## src/rtl/ucomb_pkg.sv

```systemverilog
// Shared constants and types for the 2-input LUT configuration encoder.
package ucomb_pkg;

    localparam int WORD_W = 31;
    localparam int SEL_W  = 8;

    localparam logic [1:0] SEL_O = 2'd0;
    localparam logic [1:0] SEL_I = 2'd1;
    localparam logic [1:0] SEL_A = 2'd2;
    localparam logic [1:0] SEL_B = 2'd3;

    localparam logic [WORD_W-SEL_W-1:0] PREFIX_DEFAULT = 23'h4C0004;

    typedef enum logic [1:0] {
        IDLE  = 2'd0,
        SHIFT = 2'd1,
        LATCH = 2'd2
    } state_t;

endpackage

```

## src/rtl/ucomb_func_map.sv

```systemverilog
// Maps a 2-input truth table to the four 2-bit selector fields {s3,s2,s1,s0}.
module ucomb_func_map
    import ucomb_pkg::*;
(
    input  logic [3:0] func,
    output logic [7:0] sel
);

    always_comb begin
        sel = {SEL_O, SEL_O, SEL_O, SEL_O};
        case (func)
            4'd0:  sel = {SEL_O, SEL_O, SEL_O, SEL_O};
            4'd1:  sel = {SEL_A, SEL_B, SEL_A, SEL_O};
            4'd2:  sel = {SEL_B, SEL_A, SEL_O, SEL_O};
            4'd3:  sel = {SEL_B, SEL_O, SEL_O, SEL_O};
            4'd4:  sel = {SEL_A, SEL_B, SEL_O, SEL_O};
            4'd5:  sel = {SEL_A, SEL_O, SEL_O, SEL_O};
            4'd6:  sel = {SEL_B, SEL_O, SEL_A, SEL_O};
            4'd7:  sel = {SEL_B, SEL_A, SEL_A, SEL_O};
            4'd8:  sel = {SEL_B, SEL_A, SEL_A, SEL_I};
            4'd9:  sel = {SEL_I, SEL_B, SEL_A, SEL_O};
            4'd10: sel = {SEL_I, SEL_A, SEL_O, SEL_O};
            4'd11: sel = {SEL_A, SEL_B, SEL_I, SEL_O};
            4'd12: sel = {SEL_I, SEL_B, SEL_O, SEL_O};
            4'd13: sel = {SEL_B, SEL_A, SEL_I, SEL_O};
            4'd14: sel = {SEL_A, SEL_B, SEL_A, SEL_I};
            4'd15: sel = {SEL_I, SEL_O, SEL_O, SEL_O};
            default: sel = {SEL_O, SEL_O, SEL_O, SEL_O};
        endcase
    end

endmodule

```

## src/rtl/ucomb_cfg_encoder.sv

```systemverilog
// Accepts a truth-table request and shifts the 31-bit configuration word out
// MSB-first, one bit per DIV clocks, followed by a one-cycle latch pulse.
module ucomb_cfg_encoder
    import ucomb_pkg::*;
#(
    parameter int unsigned                DIV    = 1,
    parameter logic [WORD_W-SEL_W-1:0]    PREFIX = PREFIX_DEFAULT
) (
    input  logic       clk,
    input  logic       rst,
    input  logic       req_valid,
    input  logic [3:0] req_func,
    output logic       req_ready,
    output logic       cfg_data,
    output logic       cfg_shift,
    output logic       cfg_latch,
    output logic       busy
);

    localparam logic [7:0] DIV_LAST = 8'(DIV - 1);
    localparam logic [4:0] BIT_LAST = 5'(WORD_W - 1);

    state_t              state_reg, state_next;
    logic [WORD_W-1:0]   shift_reg, shift_next;
    logic [4:0]          bit_cnt_reg, bit_cnt_next;
    logic [7:0]          div_cnt_reg, div_cnt_next;
    logic [SEL_W-1:0]    sel;
    logic                bit_done;

    ucomb_func_map u_func_map (
        .func (req_func),
        .sel  (sel)
    );

    always_ff @(posedge clk) begin
        if (rst) begin
            state_reg   <= IDLE;
            shift_reg   <= '0;
            bit_cnt_reg <= '0;
            div_cnt_reg <= '0;
        end else begin
            state_reg   <= state_next;
            shift_reg   <= shift_next;
            bit_cnt_reg <= bit_cnt_next;
            div_cnt_reg <= div_cnt_next;
        end
    end

    assign bit_done = (div_cnt_reg == DIV_LAST);

    always_comb begin
        state_next   = state_reg;
        shift_next   = shift_reg;
        bit_cnt_next = bit_cnt_reg;
        div_cnt_next = div_cnt_reg;
        // Outputs are decoded from registered state only, and held low during reset.
        req_ready    = 1'b0;
        cfg_data     = 1'b0;
        cfg_shift    = 1'b0;
        cfg_latch    = 1'b0;
        busy         = 1'b0;

        case (state_reg)
            IDLE: begin
                req_ready = !rst;
                if (req_valid) begin
                    state_next   = SHIFT;
                    shift_next   = {PREFIX, sel};
                    bit_cnt_next = '0;
                    div_cnt_next = '0;
                end
            end
            SHIFT: begin
                busy      = !rst;
                cfg_data  = !rst && shift_reg[WORD_W-1];
                cfg_shift = !rst && bit_done;
                if (bit_done) begin
                    div_cnt_next = '0;
                    if (bit_cnt_reg == BIT_LAST) begin
                        state_next = LATCH;
                    end else begin
                        bit_cnt_next = bit_cnt_reg + 5'd1;
                        shift_next   = {shift_reg[WORD_W-2:0], 1'b0};
                    end
                end else begin
                    div_cnt_next = div_cnt_reg + 8'd1;
                end
            end
            LATCH: begin
                busy       = !rst;
                cfg_latch  = !rst;
                state_next = IDLE;
            end
            default: state_next = IDLE;
        endcase
    end

endmodule

```

## config.mk

```make
export PLATFORM = sky130hd
export DESIGN_NAME = ucomb_cfg_encoder
export DESIGN_NICKNAME = d
export VERILOG_FILES = /design/src/rtl/ucomb_pkg.sv /design/src/rtl/ucomb_func_map.sv /design/src/rtl/ucomb_cfg_encoder.sv
export SDC_FILE = /design/constraint.sdc
export NUM_CORES = 1
export LEC_CHECK = 0
export ABC_AREA = 1
export BUFFER_PORTS_ARGS = -buffer_cell sky130_fd_sc_hd__buf_2
export CAP_MARGIN = 15
export CORE_AREA = 4 4 95 52
export CTS_CLUSTER_DIAMETER = 50
export DETAILED_ROUTE_END_ITERATION = 16
export DIE_AREA = 0 0 99 56
export PLACE_DENSITY = 0.83
export REMOVE_ABC_BUFFERS = 1
export SETUP_SLACK_MARGIN = 0.4
export SYNTH_ARGS = -nofsm -noshare
export SYNTH_HDL_FRONTEND = slang
export SYNTH_SLANG_ARGS = --single-unit
```

## constraint.sdc

```tcl
create_clock -name clk -period 3.2 [get_ports clk]
set_input_delay 0 -clock clk [delete_from_list [all_inputs] [get_ports clk]]
set_output_delay 0 -clock clk [all_outputs]
set_load 0.02 [all_outputs]
```

==> results of run 1 <==
==> cell families (layout without fill, tap and decap cells) <==
| family | after synthesis | in the layout | share of synthesized area [%] |
|---|---|---|---|
| buffers and inverters | 93 | 99 | 14.99 |
| XOR/XNOR | 3 | 3 | 0.9936 |
| AND/OR/NAND/NOR | 246 | 246 | 37.99 |
| flip-flops | 46 | 46 | 34.82 |
| AO/OA/AOI/OAI | 23 | 23 | 5.062 |
| adder cells (fa/ha/maj) | 13 | 13 | 6.150 |
==> layout make-up <==
cell class              instances  share of cell area (%)
clock buffers                   7                   2.733
clock inverters                 1                   1.075
inverters                      77                   10.35
multi-input cells             285                   47.54
flip-flops and latches         46                   32.97
well taps                      57                   2.554
repair buffers                 14                   2.778
==> where the power goes <==
part	leakage (µW)	internal [µW]	total, µW	switching (µW)
Clock	0.0000524	234	432	198
Combinational	0.00109	362	1160	796
Sequential	0.000377	768	868	99.8
==> worst paths after layout <==
| kind | to | slack [ns] | cells after the start |
|---|---|---|---|
| worst max-delay path | cfg_data | 0.70 | 8 |
| worst max register to register | bit_cnt_reg[2] | 0.98 | 7 |
| worst min-delay path | bit_cnt_reg[2] | 0.06 | 2 |
| worst min register to register | shift_reg[14] | 0.47 | 2 |
==> synth_stat cells <==
master	number
nor3b_1	1
o211ai_1	3
nor3_1	5
nand4_1	6
a22oi_1	1
o31ai_1	1
nand3_1	24
buf_2	2
buf_4	2
clkbuf_1	7
inv_2	3
o21ai_1	2
buf_6	5
inv_1	73
a21oi_1	6
ha_1	13
nand3_4	1
clkinv_1	1
xnor2_1	1
nand2_4	1
dfxtp_1	46
nor2_1	85
o21ai_2	1
o21ai_0	8
xor2_1	2
nand2_2	1
a21boi_0	1
nand2_1	121
or2_2	1
==> routing by layer <==
| metal | GRT usage, % | vias up | part of all wire, % |
|---|---|---|---|
| met5 | 0 | - | 0 |
| met4 | 7.393 | 0 | 1.3 |
| met3 | 4.255 | 8 | 6.2 |
| met2 | 27.29 | 56 | 39 |
| met1 | 32.08 | 1029 | 53 |
| li1 | - | 1274 | - |
==> through the flow <==
| step | total power (µW) | setup slack (ns) |
|---|---|---|
| 2_1_floorplan | 1739 | 1.143 |
| 3_3_place_gp | 1982 | 1.106 |
| 3_5_place_dp | 2024 | 1.016 |
| 4_1_cts | 2465 | 0.7031 |
| 5_1_grt | 2688 | 0.5254 |
| 6_report | 2458 | 0.6960 |
==> impl_metrics.json, run 1 <==
{
  "syn-instance-count": 424,
  "post-cts-setup-buffers": 0,
  "synth_top_area_share_pct": 34.82,
  "fin_worst_skew_ns": 0.008129,
  "report.final.slew_viol_count": 0,
  "synthTopCellsByArea": "dfxtp_1, nand2_1, nor2_1",
  "routed_via_density": 4.860,
  "syn-mean-instance-area_um2": 6.238,
  "cts_max_level": 2,
  "clock_path_buffers": 2,
  "power_density_nw_per_um2": 880.3,
  "rows": 17,
  "worst-path-max-fanout": 17,
  "grt_use_total_pct": 20.60,
  "vdd_drop_max_uv": 410.5,
  "die_h_um": 56,
  "setup_viol": 0,
  "hold_path_class": "input pin to register",
  "wl_um": 5434,
  "cts.sinks": 46,
  "hp-start": "rst",
  "layoutNonFillerInstCount": 487,
  "crit_family": "buffers and inverters",
  "crit_type": "register to output port",
  "fin_nets": 449,
  "fill_cells": 374,
  "final_common_cell": "nand2_1",
  "largest_register_ffs": 31,
  "vias": 2367,
  "drive_above_1_share_pct": 6.512,
  "yosysWarnings": 0,
  "postLayoutCoreUtil_pct": 66.65,
  "fmax_ghz": 0.3994,
  "dieWidth_um": 99,
  "core_um2": 4190,
  "dp_hpwl_um": 3795,
  "outcome": "finished, final reports clean",
  "crit_chain": "inv_1 > ha_1 > buf_4 > clkinv_1 > nor2_1 > inv_1 > nor2_1 > buf_2",
  "arrival_ns": 2.50,
  "fin_crit_sh_pct": 78.25,
  "fin_area_um2": 2793,
  "drt_iter0_markers": 199,
  "layout_common_cells": "nand2_1, nor2_1, inv_1, dfxtp_1, nand3_1",
  "area_delta_synth_final_pct": 5.582,
  "worst_path_largest_cell_delay_ns": 0.45,
  "grt-ovfl-total": 0,
  "dp.cells": 479,
  "synth_seq_cells": 46,
  "diodes": 0,
  "remaining_drc_errors": 0,
  "critPathLaunchType": "register",
  "cts-resized-gates": 0,
  "hold_buffers": 0,
  "tns_ns": 0,
  "relSlewSlack_pct": 59.51,
  "endpoint_kind": "output port",
  "drv_cap": 0,
  "yosysSeqAreaShare_pct": 34.82,
  "synth.distinct_cells": 29,
  "min_period_ns": 2.504,
  "cts_tree": "yes",
  "rsz0062_at_grt": "false",
  "initial_utilization_pct": 63.12,
  "syn_area_um2": 2645,
  "cts-root-buf": "clkbuf_8",
  "ant_nets": 0,
  "startpoint": "state_reg[1]",
  "routabilityCongestion": 0.9055,
  "grt_pass1_vias": 2040,
  "ios": 12,
  "clk_pin_slew_ns": 0.09,
  "drt-pass1-iter-count": 5,
  "grt_max_degree": 61,
  "leakagePower_uw": 0.001522,
  "tightest_slew_ns": 0.6073,
  "wl_per_cell_um": 11.16,
  "critPathBufInv": 5,
  "antenna_found_initial": 0,
  "place_area_um2": 2686,
  "portBuffers": 11,
  "multi_input_area_um2": 1328,
  "hold_viol": 0,
  "r2r_start": "state_reg[1]",
  "die_area_um2": 5544,
  "clkLatencyLatePin_ns": 0.31,
  "required_ns": 3.20,
  "grt_pass1_wl_um": 9252,
  "yosys.area.top_type": "dfxtp_1",
  "worst_hold_slack_ns": 0.05717,
  "seqCellArea_um2": 920.9,
  "cts_made_buffers": 5,
  "cp_slowest_cell": "ha_1"
}
No activity file was read; power rests on OpenSTA's default activity.
==> run 2: changes to the inputs <==
Settings changed: CORE_AREA 4 4 95 52 to 4 4 99 54, DIE_AREA 0 0 99 56 to 0 0 103 58, PLACE_DENSITY 0.83 to 0.77.
Clock period 3.2 ns to 2.34 ns, I/O delays scaled along.
==> run 2 against run 1 <==
Against the previous run:
- register-to-register slack got worse by 0.35 ns
- wire length decreased by 0.18%
- combinational power grew 45%
- core utilization is 1.7 points lower
- non-clock buffer count did not move
- die area increased by 7.8%
- first-iteration DRC count fell by 31%
- global-route usage down 2.1 points
- flip-flop and latch count unchanged
- critical path depth did not move
==> impl_metrics.json, run 2 (same netlist as run 1, synthesis figures left out) <==
{
  "outcome": "finished, final reports clean",
  "cts_tree": "yes",
  "cts_made_buffers": 5,
  "use_met3_pct": 4.087,
  "area_delta_synth_final_pct": 7.521,
  "drive_above_1_share_pct": 8.314,
  "crit_type": "register to output port",
  "hold_path_class": "input pin to register",
  "worst_hold_slack_ns": 0.03490,
  "setup_viol": 0,
  "layoutNonFillerInstCount": 490,
  "wl_per_cell_um": 11.07,
  "grt-ovfl-total": 0,
  "die_h_um": 58,
  "worst-path-max-fanout": 17,
  "routabilityCongestion": 0.8178,
  "hold_depth": 2,
  "dp.cells": 479,
  "grt_use_total_pct": 18.48,
  "report.final.slew_viol_count": 0,
  "rows": 17,
  "cts.sinks": 46,
  "clkLatencyLatePin_ns": 0.30,
  "cts-root-buf": "clkbuf_8",
  "fmax_ghz": 0.5582,
  "min_period_ns": 1.791,
  "drt_iter0_markers": 137,
  "leakagePower_uw": 0.001544,
  "drt-pass1-iter-count": 5,
  "layout_common_cells": "nand2_1, nor2_1, inv_1, dfxtp_1, nand3_1",
  "core_um2": 4382,
  "hold_buffers": 0,
  "required_ns": 2.34,
  "wl_um": 5424,
  "antenna_found_initial": 0,
  "clock_path_buffers": 2,
  "grt_pass1_vias": 2123,
  "relSlewSlack_pct": 75.93,
  "grt_max_degree": 34,
  "final_common_cell": "nand2_1",
  "hold_viol": 0,
  "vdd_drop_max_uv": 428.0,
  "remaining_drc_errors": 0,
  "seqCellArea_um2": 920.9,
  "portBuffers": 11,
  "initial_utilization_pct": 60.37,
  "dp_hpwl_um": 3499,
  "ios": 12,
  "tns_ns": 0,
  "drv_cap": 0,
  "arrival_ns": 1.79,
  "met1_usage_pct": 21.72,
  "endpoint_kind": "output port",
  "largest_register_ffs": 31,
  "vias": 2378,
  "multi_input_area_um2": 1385,
  "dieWidth_um": 103,
  "grtUsageMet2_pct": 33.18,
  "fin_nets": 452,
  "diodes": 0,
  "power.total_uw": 3370,
  "clk_pin_slew_ns": 0.09,
  "rr_worst_depth": 7,
  "fill_cells": 395,
  "power_density_nw_per_um2": 1185,
  "post-cts-setup-buffers": 0,
  "fin_worst_skew_ns": 0.008618,
  "postLayoutCoreUtil_pct": 64.91,
  "critPathLaunchType": "register",
  "routed_via_density": 4.853,
  "cts_max_level": 2,
  "grt_pass1_wl_um": 8769,
  "rsz0062_at_grt": "false",
  "tightest_slew_ns": 0.3583,
  "fin_crit_sh_pct": 76.56,
  "ant_nets": 0,
  "grt.busiest_layer": "met2",
  "die_area_um2": 5974
}
==> run 2: repair_timing <==
action | in CTS | in global routing
setup endpoints to repair | 38 | 38
cloned | 1 | 2
pin swaps | 0 | 2
gates resized for setup | 2 | 7
==> run 2: stage by stage <==
stage                     instance area [µm²]  setup slack (ns)
final                                    2844            0.5486
after global routing                     2844            0.4129
after CTS                                2800            0.3159
after detailed placement                 2686            0.3068
after global placement                   2686            0.4089
after floorplan                          2537            0.2833
==> run 2: power by group <==
group / total [µW] / leakage (µW) / switching [µW] / internal (µW)
Sequential: 1180 / 0.000377 / 130 / 1050
Combinational: 1680 / 0.00112 / 1160 / 525
Clock: 507 / 0.0000472 / 269 / 238
Total: 3370 / 0.00154 / 1560 / 1810
==> run 2: layer usage <==
layer	vias up	wire (µm)
met5	-	0
met2	30	2520
met4	0	65
met3	5	199
met1	1057	2637
li1	1286	-
==> run 2: final timing paths <==
| path | start | to | slack [ns] |
|---|---|---|---|
| setup / recovery | state_reg[1] | cfg_shift | 0.55 |
| hold / removal | rst | bit_cnt_reg[2] | 0.03 |
| setup reg to reg | state_reg[0] | div_cnt_reg[5] | 0.63 |
| hold reg to reg | shift_reg[13] | shift_reg[13] | 0.47 |
==> run 2: layout make-up <==
cell class / instances / share of cell area [%]
Multi-Input combinational cell: 288 / 48.70
Sequential cell: 46 / 32.38
Inverter: 77 / 10.34
Clock buffer: 6 / 2.904
Timing Repair Buffer: 14 / 2.728
Tap cell: 57 / 2.508
Clock inverter: 2 / 0.4399
==> run 2: worst max-delay path, stage by stage (launching register included) <==
cell and delay (ns):
dfxtp_1 0.32, inv_1 0.10, ha_2 0.24, buf_4 0.23
inv_4 0.12, nor2_1 0.14, inv_1 0.08, nor2_1 0.09
buf_2 0.16
==> run 3: changes to the inputs <==
Settings changed: ABC_AREA 1 to 0, CORE_AREA 4 4 99 54 to 4 4 93 51, DIE_AREA 0 0 103 58 to 0 0 97 55.
Clock period 2.34 ns to 1.7 ns, I/O delays scaled along.
==> run 3 against run 2 <==
Against the previous run:
- the run now ends with setup timing left
- synthesized area decreased by 13%
- global-route usage increased by 10 points
- total power decreased by 14%
- die area decreased by 11%
- synthesized cell count decreased by 37%
- combinational power decreased by 40%
- largest cell class unchanged
==> impl_metrics.json, run 3 <==
{
  "outcome": "finished, violations left",
  "violations": "setup timing",
  "hold_viol": 0,
  "tightest_slew_ns": 0.7698,
  "core_um2": 3864,
  "grt_max_degree": 23,
  "async_flop_share_pct": 0,
  "fin_crit_sh_pct": 132.0,
  "cts.sinks": 46,
  "grt_use_total_pct": 28.73,
  "pre_cts_ws_ns": -0.6011,
  "critPathLaunchType": "register",
  "initial_utilization_pct": 59.72,
  "fin_worst_skew_ns": 0.009492,
  "syn-mean-instance-area_um2": 8.641,
  "cts_made_buffers": 5,
  "antenna_found_initial": 0,
  "yosysWarnings": 0,
  "hold_buffers": 0,
  "synth_top_area_share_pct": 39.91,
  "rows": 16,
  "vdd_drop_max_uv": 730.6,
  "diodes": 0,
  "clk_pin_slew_ns": 0.09,
  "synth_seq_cells": 46,
  "worst-path-max-fanout": 2,
  "vias": 2816,
  "setup_viol": 46,
  "die_area_um2": 5335,
  "wl_per_cell_um": 25.86,
  "remaining_drc_errors": 0,
  "hold_path_class": "input pin to register",
  "syn_area_um2": 2307,
  "drv_cap": 0,
  "min_period_ns": 2.245,
  "synth.distinct_cells": 42,
  "clock_path_buffers": 2,
  "cts_tree": "yes",
  "cts_max_level": 2,
  "cts-root-buf": "clkbuf_8",
  "area_delta_synth_final_pct": 60.85,
  "drt-pass1-iter-count": 5,
  "grt_pass1_wl_um": 11730,
  "routed_via_density": 7.005,
  "arrival_ns": 2.48,
  "routabilityCongestion": 0.7797,
  "largest_register_ffs": 31,
  "dp_hpwl_um": 4145,
  "leakagePower_uw": 0.001415,
  "crit_type": "register to register",
  "wl_um": 10400,
  "report.final.slew_viol_count": 0,
  "portBuffers": 11,
  "setup_slack_ns": -0.5448,
  "power_density_nw_per_um2": 779.8,
  "final_common_cell": "buf_4",
  "fmax_ghz": 0.4455,
  "ios": 12,
  "yosys.area.top_type": "dfxtp_1",
  "synthTopCellsByArea": "dfxtp_1, nand3_1, ha_1",
  "relSlewSlack_pct": 47.35,
  "dieWidth_um": 97,
  "yosysSeqAreaShare_pct": 39.91,
  "syn-instance-count": 267,
  "fin_nets": 367,
  "required_ns": 1.94,
  "dp.cells": 370,
  "clkLatencyLatePin_ns": 0.32,
  "layoutNonFillerInstCount": 402,
  "ant_nets": 0,
  "endpoint_kind": "register",
  "drive_above_1_share_pct": 52.01,
  "rsz0062_at_grt": "true",
  "yosysMostFrequentCell": "dfxtp_1",
  "layout_common_cells": "buf_4, dfxtp_1, buf_6, nand3_1, a21oi_2",
  "grt_pass1_vias": 2478,
  "ys.flop_type": "dfxtp_1",
  "yosys-top-cells-count": "dfxtp_1, nand3_1, a21oi_1",
  "die_h_um": 55,
  "drt_iter0_markers": 363,
  "grt-ovfl-total": 0,
  "synth_edf_count": 0
}
-- run 3: repair_timing --
item / CTS / global route
pin swaps: 12 / 51
buffers inserted: 8 / 14
gates resized for setup: 46 / 90
endpoints found under the setup margin: 50 / 51
cloned: 2 / 0
-- run 3: power breakdown --
group	switching (µW)	internal, µW	total, µW
Combinational	527	483	1010
Sequential	49.3	1130	1180
Clock	417	291	709
Total	993	1900	2890
-- run 3: cells by family (layout without fill, tap and decap cells) --
family                   after synthesis  count (layout)  share of synthesized area [%]
flip-flops                            46              46                          39.91
adder cells (fa/ha/maj)               13              13                          7.050
XOR/XNOR                               5               5                          1.898
AND/OR/NAND/NOR                      106             106                          24.73
multiplexers                           6               6                          2.711
buffers and inverters                 28             109                          4.664
AO/OA/AOI/OAI                         63              63                          19.03
-- run 3: per-layer routing --
metal | global-route usage [%] | part of all wire (%)
met1 | 29.83 | 37
met4 | 16.55 | 9.1
met3 | 10.26 | 11
met5 | 0 | 0
met2 | 53.31 | 43
-- run 3: worst paths after layout --
path | startpoint | endpoint | slack [ns] | cells past startpoint
worst min-delay path | rst | shift_reg[28] | 0.09 | 2
worst min register to register | shift_reg[7] | shift_reg[7] | 0.48 | 2
worst max register to register | div_cnt_reg[0] | bit_cnt_reg[3] | -0.54 | 6
worst max-delay path | div_cnt_reg[0] | bit_cnt_reg[3] | -0.54 | 6
-- run 3: stage by stage --
step	cell area, µm²	total power (µW)	setup TNS, ns	util, %	hold WS, ns
CTS	3161	2506	-12.25	81.80	0.01483
global route	3711	2971	-20.57	96.05	0.08246
finish	3711	2894	-18.55	96.05	0.08854
global placement	2799	1683	-10.93	72.44	0.3438
detailed placement	2799	1700	-11.86	72.44	0.3444
floorplan	2237	1429	-77.46	-	0.06907
-- run 3: cell type report --
class | count | area, µm²
sequential | 46 | 928.4
clock buffer | 6 | 72.57
multi-input combinational | 193 | 1752
clock inverter | 2 | 13.76
inverter | 10 | 37.54
tap | 54 | 67.56
fill | 82 | 152.6
timing repair buffer | 91 | 839.6
-- run 3: worst max-delay path, stage by stage (launching register included) --
cell and delay (ns):
dfxtp_2 0.34, inv_2 0.08, ha_4 0.16, or4b_4 0.49, or4_4 0.45, or4b_1 0.51
a31oi_1 0.15
